**config.mk**
```make
export PLATFORM = sky130hd
export DESIGN_NAME = seq_shift_unit_flat
export DESIGN_NICKNAME = d
export VERILOG_FILES = /design/src/rtl/seq_shift_unit_if.sv /design/src/rtl/seq_shift_unit.sv /design/src/flat_wrapper.sv
export SDC_FILE = /design/constraint.sdc
export NUM_CORES = 1
export LEC_CHECK = 0
export ABC_AREA = 1
export CORE_ASPECT_RATIO = 1.1
export CORE_UTILIZATION = 43
export DETAILED_ROUTE_END_ITERATION = 12
export PLACE_DENSITY_LB_ADDON = 0.08
export REMOVE_ABC_BUFFERS = 1
export SLEW_MARGIN = 20
export SYNTH_ARGS = -nofsm -noshare
export SYNTH_HDL_FRONTEND = slang
export SYNTH_SLANG_ARGS = --single-unit
```
**constraint.sdc**
```tcl
create_clock -name clk -period 2.75 [get_ports clk]
set_input_delay 0.55 -clock clk [delete_from_list [all_inputs] [get_ports clk]]
set_output_delay 0.55 -clock clk [all_outputs]
set_load 0.02 [all_outputs]
```
**src/rtl/seq_shift_unit_if.sv**
```systemverilog
// ----------------------------------------------------------------------------
// seq_shift_unit_if
//   Bundles the command, data and status signals of seq_shift_unit.
//   The clock and reset are not part of this interface.
//
//   Parameters
//     W   data width
//     AW  shift-amount width
//
//   Signals
//     ld        load data_in (honoured only while idle)
//     start     start a shift operation (honoured only while idle)
//     mode      3-bit shift mode
//     amt       number of single-bit steps
//     data_in   parallel load value
//     data_out  shift register contents
//     shift_out last bit shifted out of data_out
//     busy      operation in progress
//     done      one-cycle completion pulse
//
//   Modports
//     master  drives the commands and reads the status (the requester)
//     slave   receives the commands and drives the status (the shift unit)
// ----------------------------------------------------------------------------
interface seq_shift_unit_if #(
  parameter int W  = 8,
  parameter int AW = 4
);
  logic          ld;
  logic          start;
  logic [2:0]    mode;
  logic [AW-1:0] amt;
  logic [W-1:0]  data_in;
  logic [W-1:0]  data_out;
  logic          shift_out;
  logic          busy;
  logic          done;

  modport master (
    output ld, start, mode, amt, data_in,
    input  data_out, shift_out, busy, done
  );

  modport slave (
    input  ld, start, mode, amt, data_in,
    output data_out, shift_out, busy, done
  );
endinterface

```
**src/rtl/seq_shift_unit.sv**
```systemverilog
// ----------------------------------------------------------------------------
// seq_shift_unit
//   Multi-cycle shifter. It performs one single-bit step per clock for a
//   programmed number of steps. It supports logical and arithmetic right
//   shift, logical left shift, rotate right and rotate left. Modes 101-111
//   are reserved and hold the data.
//
//   Amounts of W or more are not clamped:
//     - logical shifts saturate to zero,
//     - arithmetic right saturates to copies of the sign bit,
//     - rotates wrap around.
//
//   Parameters
//     W        data width (W >= 2)
//     AW       shift-amount width; AW must be at least $clog2(W)+1
//     RST_VAL  reset value of data_out
//
//   Ports
//     clk  rising-edge clock
//     rst  synchronous, active-high reset; it overrides all other inputs
//     bus  seq_shift_unit_if.slave: ld/start/mode/amt/data_in in,
//          data_out/shift_out/busy/done out (all outputs registered)
// ----------------------------------------------------------------------------
module seq_shift_unit #(
  parameter int           W       = 8,
  parameter int           AW      = 4,
  parameter logic [W-1:0] RST_VAL = '0
) (
  input logic            clk,
  input logic            rst,
  seq_shift_unit_if.slave bus
);

  typedef enum logic {
    IDLE,
    SHIFT
  } state_t;

  typedef enum logic [2:0] {
    MODE_LSR = 3'b000,
    MODE_ASR = 3'b001,
    MODE_LSL = 3'b010,
    MODE_ROR = 3'b011,
    MODE_ROL = 3'b100
  } mode_t;

  state_t        state;
  logic [AW-1:0] cnt;
  logic [2:0]    mode_q;
  logic [W-1:0]  data_q;
  logic          so_q;
  logic          busy_q;
  logic          done_q;

  // Result of one single-bit step applied to the current contents.
  logic [W-1:0]  step_d;
  logic          step_so;

  // NOTE: every output of a combinational block gets a default first, so a
  // path that does not assign it cannot infer a latch.
  always_comb begin
    step_d  = data_q;
    step_so = so_q;
    case (mode_q)
      MODE_LSR: begin
        step_d  = {1'b0, data_q[W-1:1]};
        step_so = data_q[0];
      end
      MODE_ASR: begin
        step_d  = {data_q[W-1], data_q[W-1:1]};
        step_so = data_q[0];
      end
      MODE_LSL: begin
        step_d  = {data_q[W-2:0], 1'b0};
        step_so = data_q[W-1];
      end
      MODE_ROR: begin
        step_d  = {data_q[0], data_q[W-1:1]};
        step_so = data_q[0];
      end
      MODE_ROL: begin
        step_d  = {data_q[W-2:0], data_q[W-1]};
        step_so = data_q[W-1];
      end
      default: ;  // reserved modes hold the data and shift_out
    endcase
  end

  // NOTE: sequential state uses non-blocking assignments only, so every
  // register samples the values that were present before the edge.
  always_ff @(posedge clk) begin
    if (rst) begin
      state  <= IDLE;
      cnt    <= '0;
      mode_q <= '0;
      data_q <= RST_VAL;
      so_q   <= 1'b0;
      busy_q <= 1'b0;
      done_q <= 1'b0;
    end else begin
      case (state)
        IDLE: begin
          done_q <= 1'b0;
          if (bus.ld) begin
            data_q <= bus.data_in;
          end
          if (bus.start) begin
            mode_q <= bus.mode;
            cnt    <= bus.amt;
            if (bus.amt == '0) begin
              // A zero amount completes at once without entering SHIFT.
              done_q <= 1'b1;
            end else begin
              state  <= SHIFT;
              busy_q <= 1'b1;
            end
          end
        end

        SHIFT: begin
          data_q <= step_d;
          so_q   <= step_so;
          cnt    <= cnt - AW'(1);
          if (cnt == AW'(1)) begin
            // Final step: leave SHIFT; busy and done swap on the same edge.
            state  <= IDLE;
            busy_q <= 1'b0;
            done_q <= 1'b1;
          end
        end

        default: state <= IDLE;
      endcase
    end
  end

  assign bus.data_out  = data_q;
  assign bus.shift_out = so_q;
  assign bus.busy      = busy_q;
  assign bus.done      = done_q;

endmodule

```
**src/flat_wrapper.sv**
```systemverilog
// flat-port wrapper written by rule: the top's interface ports become plain ports
module seq_shift_unit_flat 
#(
  parameter int           W       = 8,
  parameter int           AW      = 4,
  parameter logic [W-1:0] RST_VAL = '0
)
  (clk, rst, bus_ld, bus_start, bus_mode, bus_amt, bus_data_in, bus_data_out, bus_shift_out, bus_busy, bus_done);
  seq_shift_unit_if #(.W(W), .AW(AW)) bus_i ();
  input logic clk;
  input logic rst;
  input wire logic [$bits(bus_i.ld)-1:0] bus_ld;
  input wire logic [$bits(bus_i.start)-1:0] bus_start;
  input wire logic [$bits(bus_i.mode)-1:0] bus_mode;
  input wire logic [$bits(bus_i.amt)-1:0] bus_amt;
  input wire logic [$bits(bus_i.data_in)-1:0] bus_data_in;
  output wire logic [$bits(bus_i.data_out)-1:0] bus_data_out;
  output wire logic [$bits(bus_i.shift_out)-1:0] bus_shift_out;
  output wire logic [$bits(bus_i.busy)-1:0] bus_busy;
  output wire logic [$bits(bus_i.done)-1:0] bus_done;
  assign bus_i.ld = bus_ld;
  assign bus_i.start = bus_start;
  assign bus_i.mode = bus_mode;
  assign bus_i.amt = bus_amt;
  assign bus_i.data_in = bus_data_in;
  assign bus_data_out = bus_i.data_out;
  assign bus_shift_out = bus_i.shift_out;
  assign bus_busy = bus_i.busy;
  assign bus_done = bus_i.done;
  seq_shift_unit #(.W(W), .AW(AW), .RST_VAL(RST_VAL)) u_core (.clk(clk), .rst(rst), .bus(bus_i));
endmodule
```
## Word-level counts from Yosys, hierarchy flattened

Cells that the tools add are included.

- Reductions and logical operators: 10
- Bitwise logic cells: 1
- Add/sub/neg operators: 1
- Muxes and demuxes: 18
- Equal/unequal tests: 12

Operator list:

| operator | count |
|---|---|
| 8-bit one-hot mux with 5 select lines | 1 |
| 8-bit one-hot mux with 2 select lines | 1 |
| 2-bit != test, second input constant | 5 |
| 1-bit two-way mux | 9 |
| 8-bit two-way mux | 1 |
| 1-bit one-hot mux with 2 select lines | 4 |
| 4-bit one-hot mux with 2 select lines | 1 |
| 3-bit by 2-bit == test with 1-bit output, second input constant | 2 |
| 6-bit != test, second input constant | 1 |
| 2-bit AND reduction | 3 |
| 3-bit AND reduction | 2 |
| 5-bit != test, second input constant | 1 |
| 4-bit by 1-bit == test with 1-bit output, second input constant | 1 |
| 4-bit zero test | 1 |
| 4-bit two-way mux | 1 |
| 4-bit by 1-bit subtractor with 4-bit output, second input constant | 1 |
| 3-bit by 1-bit == test with 1-bit output, second input constant | 1 |
| 3-bit == test, second input constant | 1 |
| 3-bit zero test | 1 |
| 3-bit OR reduction | 1 |
| 2-bit nonzero test | 1 |
| 2-bit OR reduction | 1 |
| 1-bit inverter | 1 |

- Input bits: 19
- Output and inout bits: 11
- Word-level logic and storage cells: 50
- Register bits: 19

## Depth between registers and ports, before layout

Gate-level depths: netlist of run 1.

- Depth after elaboration: 4
- Depth in mapped cells: 8
- Depth with buffers taken out: 7

## Least setup slack after synthesis of run 1

OpenSTA, ideal clock, no wires.

- Kind: input to register
- Start: in bus_start
- End: reg u_core.cnt[2]
- Required time: 2.686 ns
- Buffers on the path: 0
- Path slack: 1.594 ns
- Library setup time: 0.064 ns
- Arrival time: 1.092 ns
- Stages on the path: 4
- Path through: or2_2 -> o21ai_0 -> a21oi_1 -> nor2_1

- Cells in the longest elaborated chain, start to end: 1

RTL lines:

| what | line | text |
|---|---|---|
| from (decl) | flat_wrapper.sv:13 | `input wire logic [$bits(bus_i.start)-1:0] bus_start;` |
| 2-bit != test (no line) | -- |  |
| to (signal assigned) | seq_shift_unit.sv:109 | `cnt <= bus.amt;` |
| to (signal assigned) | seq_shift_unit.sv:123 | `cnt <= cnt - AW'(1);` |
| to (decl) | seq_shift_unit.sv:48 | `logic [AW-1:0] cnt;` |

No other way between the ends.
A chain may end at the register's enable or synchronous reset.

## Final worst setup path of run 1

- Start: reg u_core.data_q[0] (netlist: u_core.bus.data_out[0])
- End: out bus_data_out[0]

RTL lines:

| what | line | text |
|---|---|---|
| from (decl) | seq_shift_unit.sv:50 | `logic [W-1:0] data_q;` |
| from (signal assigned) | seq_shift_unit.sv:105 | `data_q <= bus.data_in;` |
| from (signal assigned) | seq_shift_unit.sv:121 | `data_q <= step_d;` |
| to (decl) | flat_wrapper.sv:17 | `output wire logic [$bits(bus_i.data_out)-1:0] bus_data_out;` |

No word-level cell between the ends.

==> out/results.ini, run 1 <==
[clock_network]
cts_setup_buffers = 0
insertion_delay_ps = 290
path_clk_slew_ps = 100
cts_tree = done
holdBufCountCts = 0
cts.sinks = 19
ctsResizeCount = 0
cts_made_buffers = 3
cts_max_level = 1
cts-root-buf = clkbuf_4
clock_path_buffers = 2

[floorplanning]
ios = 30
die-area_mm2 = 0.00279
rows = 18
die_width_um = 50.5
initial_core_util_pct = 47.4
fp.dieH_um = 55.3
core_area_mm2 = 0.00234

[synthesis]
synth-main-ff-cell = dfxtp_1
synth_xor_area_share_pct = 0.788
synth-warning-count = 0
synthArstFlopShare_pct = 0
synth_area_leaders = dfxtp_1 (34%), nand2_1 (10%), a21oi_1 (8.1%)
synthSimpleGateAreaFrac_pct = 31.1
synth.top_cell.area_share_pct = 34.2
synth_top_family_by_area = simple AND/OR/NAND/NOR gates
synth_common_cells = nand2_1 (31), inv_1 (23), dfxtp_1 (19), a21oi_1 (18), nand3_1 (18)
synth_edf_count = 0
synthesis.area_mm2 = 0.00111
synthAdderAreaFrac_pct = 2.25
yosysMostFrequentCell = nand2_1
synth.yosys.seq_area_share_pct = 34.2
synthMuxAreaShare_pct = 0
synth_cell_types = 23
avgSynthCellArea_um2 = 6.77
ys_seq_elements = 19
synth_compound_area_share_pct = 19.8
synth_largest_area_cell = dfxtp_1
netlist_instances = 164

[global_routing]
grt_pass1_wl_mm = 4.36
globalRoute.totalOverflow = 0
grt_max_degree = 16
grt_pass1_vias = 1073
grt_usage_pct = 20.0
antenna_found_initial = 0

[routing]
drt-vias-per-instance = 5.25
wirelength_mm = 2.63
drc = 0
antenna_left = 0
num_vias = 1170
drtIter0Drc = 17
firstDrtPassIters = 5
wl_per_cell_um = 11.8

[worst_setup_path]
worstReg2RegStart = u_core.state
path_class = reg2out
crit_start = u_core.bus.data_out[0]
r2r_end = u_core.cnt[3]
start_kind = flip-flop
slowest_delay_ps = 650
cp_data_required_time_ps = 2200
r2r_slack_ps = 1500
endpoint_kind = output port
cp_max_fo = 5
r2r_cells = 5
cp.buffers_inverters = 1
cpMaxStageDelayCell = clkdlybuf4s50_1
arrival_ps = 1360
cp_top_family = buffers and inverters
cp_cell_sequence = clkdlybuf4s50_1

[placement]
dp_hpwl_mm = 1.95
io_buffers = 29
post-place-ws_ps = 913
gp_congestion = 0.864

[sta]
finalHoldViolCount = 0
setup_violations = 0
worstMarginPinSlew_ps = 392
rsz0062_at_grt = false
relSlewSlack_pct = 73.8
layout_min_cycle_time_ps = 1910
postLayoutSetupSlackWorst_ps = 836
clock.fmax_mhz = 522
drv_slew = 0
period_share_pct = 69.6
final.setup.tns_ps = 0
fin_skew_ps = 5.80

[cells_and_area]
finalNetCount = 215
drive_gt1_share_pct = 7.77
ff_latch_area_um2 = 380
multiInputGateArea_um2 = 599
num_antenna_cells = 0
fill_cells = 224
areaGrowthSynthToFinish_pct = 29.5

[run]
maxCapViolCount = 0

[min_path]
min_path_type = reg2reg
whs_endpoint = u_core.bus.busy
whs_path_depth = 2
hold_start = u_core.bus.busy

[status]
status = finished clean

[pwr]
ir_worst_vdd_v = 0.000326
power_density_mw_per_mm2 = 506
leakagePower_nw = 0.634

[cell usage in the layout, fill, tap and decap left out, types with 3 or more instances in the layout]
master / synthesis / layout
nand2_2: 4 / 4
inv_1: 23 / 23
dfxtp_1: 19 / 19
nand3_1: 18 / 18
a21oi_1: 18 / 18
nand2_1: 31 / 31
nor2_1: 6 / 6
inv_2: 3 / 3
clkdlybuf4s50_1: 0 / 29
nand4_1: 9 / 9
clkbuf_4: 0 / 3
o21ai_0: 15 / 15
[cell type report]
type,instances,share of cell area [%]
well taps,30,2.61
repair buffers,30,20.7
flip-flops and latches,19,26.4
clock buffers,4,1.83
multi-input cells,114,41.7
inverters,26,6.78
[how the worst max path moves through the flow]
stage / endpoint / slack [ps] / depth (start not counted)
after detailed placement: u_core.mode_q[1] / 910 / 4
final: bus_data_out[0] / 840 / 1
after floorplan: u_core.cnt[2] / 1470 / 7
after global placement: u_core.bus.shift_out / 1010 / 4
after CTS: bus_data_out[0] / 820 / 1
after global routing: bus_data_out[0] / 780 / 1
[worst register-to-register path, cell delays in order (launching register included)]
cell and delay (ps):
dfxtp_1 330, buf_4 200, or2_2 350, o22ai_1 120
inv_1 50, a21oi_1 130
[where the power goes]
part / internal (W) / total [W] / switching [W]
clock: 0.0000564 / 0.000140 / 0.0000834
sequential: 0.000305 / 0.000328 / 0.0000229
combinational: 0.000113 / 0.000260 / 0.000147
[through the flow]
step | utilization [%] | area, µm² | hold slack, ps | power (W) | std cells
final | 61.4 | 1440 | 494 | 0.000728 | 223
after global routing | 61.4 | 1440 | 525 | 0.000783 | 223
after CTS | 61.4 | 1440 | 504 | 0.000735 | 223
after detailed placement | 60.3 | 1410 | 485 | 0.000593 | 219
after global placement | 60.3 | 1410 | 471 | 0.000588 | 219
after floorplan | - | 1080 | 543 | 0.000493 | 159
[registers in the layout, summed over array words and instances, names as in the netlist]
signal                cells
u_core.bus.shift_out      1
u_core.bus.busy           1
u_core.cnt                4
u_core.bus.data_out       8
u_core.bus.done           1
u_core.mode_q             3
u_core.state              1
[kinds of logic (layout without fill, tap and decap cells)]
family          count (synthesis)  count (layout)
buf+inv                        31              60
flops                          19              19
simple gates                   71              71
compound gates                 40              40
fa+ha+maj                       2               2
xor+xnor                        1               1
[per-layer routing]
metal	track usage, %	wire length, µm	vias to the layer above
li1	-	-	607
met1	22.8	1190	524
met2	35.8	1320	29
met3	3.58	78	10
met4	7.94	37	0
met5	0	0	-
Note: power is estimated with default switching activity, not from simulation.
==> run 2, diff against run 1 <==
- clock period: 2.75 -> 1.6 ns (I/O delays scaled with it)
==> out/results.ini, run 2 (synthesis gave the netlist of run 1 again) <==
[status]
status = finished clean

[sta]
clock.fmax_mhz = 710
layout_min_cycle_time_ps = 1410
rsz0062_at_grt = false
drv_slew = 0
fin_skew_ps = 1.67
relSlewSlack_pct = 74.9
setup_violations = 0
finalHoldViolCount = 0
postLayoutSetupSlackWorst_ps = 192
final.setup.tns_ps = 0
worstMarginPinSlew_ps = 376
holdWs_ps = 497
period_share_pct = 88.0

[worst_setup_path]
cp.buffers_inverters = 1
r2r_slack_ps = 370
cp_top_family = flip-flops
path_class = reg2out
cp_cell_sequence = dlygate4sd2_1
start_kind = flip-flop
worstReg2RegStart = u_core.state
slowest_delay_ps = 420
arrival_ps = 1090
r2r_cells = 5
r2r_end = u_core.cnt[2]
cp_max_fo = 5
cpMaxStageDelayCell = dfxtp_1
endpoint_kind = output port
cp_data_required_time_ps = 1280

[clock_network]
holdBufCountCts = 0
cts_setup_buffers = 0
cts-root-buf = clkbuf_4
insertion_delay_ps = 310
cts_max_level = 1
cts_made_buffers = 3
clock_path_buffers = 2
path_clk_slew_ps = 120
cts_tree = done
cts.sinks = 19

[floorplanning]
ios = 30
rows = 18
die-area_mm2 = 0.00279
initial_core_util_pct = 47.4
die_width_um = 50.5
core_area_mm2 = 0.00234
fp.dieH_um = 55.3

[routing]
drc = 0
firstDrtPassIters = 4
drt-vias-per-instance = 5.30
drtIter0Drc = 13
num_vias = 1193
wl_per_cell_um = 12.0
antenna_left = 0
wirelength_mm = 2.70

[placement]
io_buffers = 29
dp_hpwl_mm = 2.00
gp_congestion = 0.860
post-place-ws_ps = 156

[cells_and_area]
fill_cells = 247
ff_latch_area_um2 = 380
num_antenna_cells = 0
finalNetCount = 217
areaGrowthSynthToFinish_pct = 32.0
layout_common_cells = nand2_1 (31), inv_1 (23), dfxtp_1 (19)
drive_gt1_share_pct = 8.72
final_core_util_pct = 62.6
largest_register_ffs = 8
multiInputGateArea_um2 = 599
mostFrequentLayoutCell = nand2_1

[min_path]
hold_start = u_core.bus.busy
whs_path_depth = 2
min_path_type = reg2reg
whs_endpoint = u_core.bus.busy

[pwr]
leakagePower_nw = 0.764
ir_worst_vdd_v = 0.000561
power_density_mw_per_mm2 = 860

[global_routing]
grt_pass1_wl_mm = 4.41
antenna_found_initial = 0
globalRoute.totalOverflow = 0
grt_max_degree = 16
grt_pass1_vias = 1091
grt_usage_pct = 20.4

[run]
maxCapViolCount = 0

==> run 2: cell types whose count changed in the layout (fill, tap and decap cells not counted) <==
cell | before | now
clkdlybuf4s50_1 | 29 | 18
dlygate4sd2_1 | 0 | 4
dlymetal6s2s_1 | 0 | 7
buf_4 | 1 | 3
==> run 2: stage by stage <==
step	instance area [µm²]	cells	total power, W
2_1_floorplan	1080	159	0.000847
3_3_place_gp	1430	221	0.00101
3_5_place_dp	1430	221	0.00102
4_1_cts	1450	225	0.00127
5_1_grt	1470	225	0.00134
6_report	1470	225	0.00126
==> run 2: report_power, final <==
part | internal (W) | switching [W] | total, W
clock network | 0.0000974 | 0.000164 | 0.000262
logic | 0.000184 | 0.000252 | 0.000436
registers | 0.000524 | 0.0000387 | 0.000563
total | 0.000806 | 0.000455 | 0.00126
==> run 2: per-layer routing <==
metal	wire, µm	vias to the layer above	global-route usage, %
met5	0	-	0
met3	97	4	2.48
li1	-	614	-
met1	1200	550	23.1
met2	1360	25	35.4
met4	46	0	12.3
==> run 2: worst max-delay path by stage <==
stage	start	end	slack, ps	cells past startpoint
after floorplan	u_core.state	u_core.cnt[2]	320	7
final	u_core.bus.data_out[0]	bus_data_out[0]	190	1
after CTS	u_core.bus.done	bus_done	7	1
after global routing	u_core.bus.data_out[0]	bus_data_out[0]	160	1
after global placement	bus_start	u_core.cnt[3]	190	5
after detailed placement	bus_start	u_core.cnt[2]	160	7
==> run 2: cell type report <==
| type | instances | area share, % |
|---|---|---|
| Tap cell | 30 | 2.56 |
| Timing Repair Buffer | 32 | 22.2 |
| Clock buffer | 4 | 1.79 |
| Inverter | 26 | 6.66 |
| Multi-Input combinational cell | 114 | 40.9 |
| Sequential cell | 19 | 25.9 |
==> run 2: timing repair <==
action	4_1_cts	5_1_grt
setup endpoints to repair	4	7
cloned	0	0
resized for setup	4	7
==> run 2: worst register-to-register path, cell delays in order, from the launching register on <==
cell and delay, ps:
dfxtp_1 340, buf_4 190, or2_2 350, o21ai_0 160, a21oi_1 60, nor2_1 80
==> run 3, diff against run 2 <==
- CORE_MARGIN: not set -> 8
- GPL_TIMING_DRIVEN: not set -> 0
==> out/results.ini, run 3 (synthesis gave the netlist of run 1 again) <==
[status]
status = finished clean

[floorplanning]
initial_core_util_pct = 44.9
fp.dieH_um = 69.3
rows = 19
core_area_mm2 = 0.00247
ios = 30
die_width_um = 64.5
die-area_mm2 = 0.00447

[pwr]
ir_worst_vdd_v = 0.000644
leakagePower_nw = 0.728
power_density_mw_per_mm2 = 861
finalPower_w = 0.00124

[routing]
num_vias = 1162
antenna_left = 0
wirelength_mm = 2.83
drtIter0Drc = 76
wl_per_cell_um = 12.7
drc = 0
drt-vias-per-instance = 5.21
firstDrtPassIters = 4

[sta]
final.setup.tns_ps = 0
drv_slew = 0
setup_violations = 0
rsz0062_at_grt = false
relSlewSlack_pct = 71.8
period_share_pct = 88.6
layout_min_cycle_time_ps = 1420
fin_skew_ps = 13.2
clock.fmax_mhz = 705
worstMarginPinSlew_ps = 423
finalHoldViolCount = 0

[global_routing]
grt_pass1_vias = 1119
antenna_found_initial = 0
globalRoute.totalOverflow = 0
grt_usage_pct = 12.8
grt_max_degree = 17
grt_pass1_wl_mm = 4.80

[placement]
io_buffers = 29
gp_congestion = 0.856
dp_hpwl_mm = 2.14

[cells_and_area]
drive_gt1_share_pct = 8.33
finalNetCount = 214
ff_latch_area_um2 = 382
areaGrowthSynthToFinish_pct = 29.6
fill_cells = 256
mostFrequentLayoutCell = nand2_1
layout_common_cells = nand2_1 (31), inv_1 (23)
multiInputGateArea_um2 = 599
num_antenna_cells = 0
largest_register_ffs = 8

[clock_network]
insertion_delay_ps = 310
cts_tree = done
cts_setup_buffers = 0
cts-root-buf = clkbuf_4
cts_max_level = 1
holdBufCountCts = 0
clock_path_buffers = 2
cts.sinks = 19
ctsResizeCount = 7
path_clk_slew_ps = 120
cts_made_buffers = 3

[worst_setup_path]
cp_data_required_time_ps = 1790
endpoint_kind = flip-flop
arrival_ps = 1610
path_class = reg2reg
cpMaxStageDelayCell = dfxtp_2
cp.buffers_inverters = 2
cp_max_fo = 16
cp_cell_sequence = inv_2 > nand2_2 > inv_1 > nand2_1 > o21ai_0 > a21oi_1 > nor2_1
start_kind = flip-flop
cp_top_family = flip-flops
slowest_delay_ps = 540

[run]
maxCapViolCount = 0

[min_path]
min_path_type = reg2reg

[run 3: cell count changes in the layout (fill, tap and decap cells not counted)]
| cell | previous run | this run |
|---|---|---|
| clkbuf_1 | 1 | 0 |
| dlymetal6s2s_1 | 7 | 5 |
| buf_4 | 3 | 0 |
| clkinv_2 | 0 | 1 |
| dlygate4sd2_1 | 4 | 6 |
| dfxtp_2 | 0 | 1 |
| dfxtp_1 | 19 | 18 |
[run 3: worst reg2reg max path, stage by stage, from the launching register on]
cell and delay (ps):
dfxtp_2 540, inv_2 170, nand2_2 190, inv_1 90
nand2_1 60, o21ai_0 80, a21oi_1 120, nor2_1 50
[run 3: power by group]
group	internal, W	switching [W]	total, W
Combinational	0.000176	0.000241	0.000417
Clock	0.0000932	0.000157	0.000251
Sequential	0.000525	0.0000470	0.000572
[run 3: layout make-up]
cell class                      instances  area share [%]
Clock buffer                            3            1.56
Clock inverter                          1           0.348
Inverter                               26            6.78
Multi-Input combinational cell        114            41.6
Sequential cell                        19            26.5
Tap cell                               31            2.69
Timing Repair Buffer                   29            20.5
[run 3: per-stage QoR]
stage | setup WS, ps | hold slack, ps | util (%) | cells | instance area (µm²)
final | 182 | 497 | 58.2 | 223 | 1440
after global routing | 57.4 | 540 | 58.2 | 223 | 1440
after CTS | 2.82 | 509 | 57.7 | 223 | 1430
after detailed placement | -34.3 | 489 | 56.9 | 219 | 1410
after global placement | -0.00577 | 470 | 56.9 | 219 | 1410
after floorplan | 320 | 389 | - | 159 | 1080
[run 3: routing by layer]
metal / GRT usage, % / share of wire (%) / vias up
met4: 4.85 / 1.2 / 0
met5: 0 / 0 / -
met1: 13.6 / 43 / 528
met3: 3.23 / 4.5 / 4
li1: - / - / 604
met2: 23.1 / 52 / 26
[run 3: final timing paths]
path | start | to | slack [ps] | cells after the start
min reg2reg | u_core.bus.busy | u_core.bus.busy | 500 | 2
max reg2reg | u_core.state | u_core.cnt[2] | 180 | 7
min | u_core.bus.busy | u_core.bus.busy | 500 | 2
max | u_core.state | u_core.cnt[2] | 180 | 7
==> variant, RTL diff (settings of run 2) <==
`W` is set to 8 in 3 places; all go to 9.
--- a/src/rtl/seq_shift_unit_if.sv
+++ b/src/rtl/seq_shift_unit_if.sv
@@ -24,5 +24,5 @@
 // ----------------------------------------------------------------------------
 interface seq_shift_unit_if #(
-  parameter int W  = 8,
+  parameter int W  = 9,
   parameter int AW = 4
 );
--- a/src/rtl/seq_shift_unit.sv
+++ b/src/rtl/seq_shift_unit.sv
@@ -23,5 +23,5 @@
 // ----------------------------------------------------------------------------
 module seq_shift_unit #(
-  parameter int           W       = 8,
+  parameter int           W       = 9,
   parameter int           AW      = 4,
   parameter logic [W-1:0] RST_VAL = '0
--- a/src/flat_wrapper.sv
+++ b/src/flat_wrapper.sv
@@ -2,5 +2,5 @@
 module seq_shift_unit_flat 
 #(
-  parameter int           W       = 8,
+  parameter int           W       = 9,
   parameter int           AW      = 4,
   parameter logic [W-1:0] RST_VAL = '0
Ports: changed (resized bus_data_in and bus_data_out); port bits go from 30 to 32. The function was not compared with the original's and may differ.
==> variant against run 2 <==
Critical path type unchanged. Area after synthesis increased by 6.2%. Critical path depth unchanged. Worst setup slack got worse by 8.3 ps. Final cell count increased by 5.3%. Wire length increased by 6.1%. Design area increased by 7.3%. Sequential cell count increased by 1. Largest cell class unchanged. Power increased by 19%.
==> variant: results (changes against run 2) <==
Run status
  – Status: complete, no violations

Placement
  – Input/output buffers: 31 (+6.9%)
  – Routability Congestion: 0.764 (-11%)
  – Placed wire-length estimate: 2.09 mm (+4.7%)

Cells and area
  – Max FFs per register: 9 (+1)
  – Fillers: 250 (+1.2%)
  – Nets: 229 (+5.5%)
  – Layout cells sized above 1: 0.0971 (+0.00991)
  – Antenna fix cells: 0 (unchanged)

GRT
  – Initial antenna violation count: 0 (unchanged)
  – Vias in the first global route: 1137 (+4.2%)
  – Gr usage total: 0.206 (+0.00215)
  – Global-route wire length before repair: 4.60 mm (+4.2%)
  – Largest net degree at the start of global routing: 18 (+2)

Die
  – Chip Width: 51.9 µm (+2.9%)

Setup path
  – Reg2reg path depth: 6 (+1)
  – R2R Setup Slk: 350 ps (-20 ps)
  – Delay-heaviest family, CP: flip-flops
  – Worst stage delay on the critical path: 430 ps
  – Critical path arrival: 1100 ps
  – Crit-path max FO: 5 (unchanged)

Min path
  – Hold depth: 2 (unchanged)
  – Hold Path Class: register to register

Drt
  – Met2 wire len: 1.45 mm (+7.1%)
  – Met3 routed WL: 136 µm (+40%)
  – WL per Instance: 12.1 µm (+0.73%)
  – Vias per cell: 5.27 (-0.69%)
  – Wl on met1: 1.21 mm (+0.33%)
  – DR iter-0 viols: 37 (+24)

Clocking
  – H-tree levels: 1 (unchanged)
  – CTS root buf: clkbuf_4
  – Worst skew pair latency: 320 ps
  – Longest Clk Path Bufs: 2 (unchanged)
  – Clock Pin Slew Worst Setup and Hold Paths: 140 ps (+20 ps)

Synthesis
  – Synth top cells by count: nand2_1 (32), inv_1 (24), a21oi_1 (20), dfxtp_1 (20), nand3_1 (19)
  – Yosys cell types: 23 (unchanged)
  – Synth area leaders: dfxtp_1 (34%), nand2_1 (10%), a21oi_1 (8.5%)
  – Sequential fraction of the synthesis area: 0.339 (-0.00300)
  – Ys async rst share: 0 (unchanged)

Timing
  – Relative slew slack: 0.739 (-0.0104)
  – Clock Skew: 10.3 ps (+8.64 ps)

Power
  – Leakage power: 0.785 nW (+2.8%)
  – Max VDD drop: 553 µV (-1.6%)
## variant: layout make-up
type                    instances  area (µm²)  share of cell area
clock buffers                   3        22.5              0.0143
clock inverters                 1        30.0              0.0191
inverters                      27         101              0.0644
multi-input cells             119         619               0.394
flip-flops and latches         20         400               0.255
well taps                      31        38.8              0.0247
repair buffers                 36         360               0.229
## variant: worst reg2reg max path, delay by kind of cell, from the launching register on
kind / cells / cell delay (ps)
and+or+nand+nor: 5 / 570
DFF: 1 / 510
AOI/OAI and AO/OA: 1 / 120
## variant: routing by layer
metal,vias to the layer above,GRT usage
met2,37,0.379
met5,-,0
met3,7,0.0347
met1,557,0.216
met4,0,0.108
li1,647,-
## variant: timing repair
item                       4_1_cts  5_1_grt
setup endpoints to repair        8        4
gates resized for setup          8        4
buffers inserted                 0        0
hold buffers                     0        0
## variant: stage by stage
stage	worst slack (ps)	util	std cells	instance area, µm²	hold WS [ps]
floorplan	340	-	166	1120	389
global placement	165	0.598	233	1520	460
detailed placement	115	0.598	233	1520	473
CTS	1.24	0.614	237	1560	492
global route	143	0.618	237	1570	516
finish	184	0.618	237	1570	488
## variant: final timing paths
check / startpoint / endpoint
setup reg to reg: u_core.mode_q[1]$_SDFFE_PP0P_ / u_core.bus.data_out[0]$_SDFFE_PP0P_
hold / removal: u_core.bus.busy$_SDFFE_PP0P_ / u_core.bus.busy$_SDFFE_PP0P_
hold reg to reg: u_core.bus.busy$_SDFFE_PP0P_ / u_core.bus.busy$_SDFFE_PP0P_
setup / recovery: u_core.bus.data_out[8]$_SDFFE_PP0P_ / bus_data_out[8]
## variant: cells by family (layout without fill, tap and decap cells)
kind of cell / after synthesis / after routing / synth area share
AO/OA/AOI/OAI: 42 / 42 / 0.191
XOR/XNOR: 1 / 1 / 0.00742
adder cells (fa/ha/maj): 2 / 2 / 0.0212
buffers and inverters: 34 / 67 / 0.136
flip-flops: 20 / 20 / 0.339
AND/OR/NAND/NOR: 74 / 74 / 0.305
## variant: power breakdown
part	leakage, nW	switching (W)	total [W]	internal [W]
clock	0.0279	0.000186	0.000440	0.000254
combinational	0.592	0.000271	0.000470	0.000200
sequential	0.166	0.0000391	0.000591	0.000552
total	0.785	0.000496	0.00150	0.00101
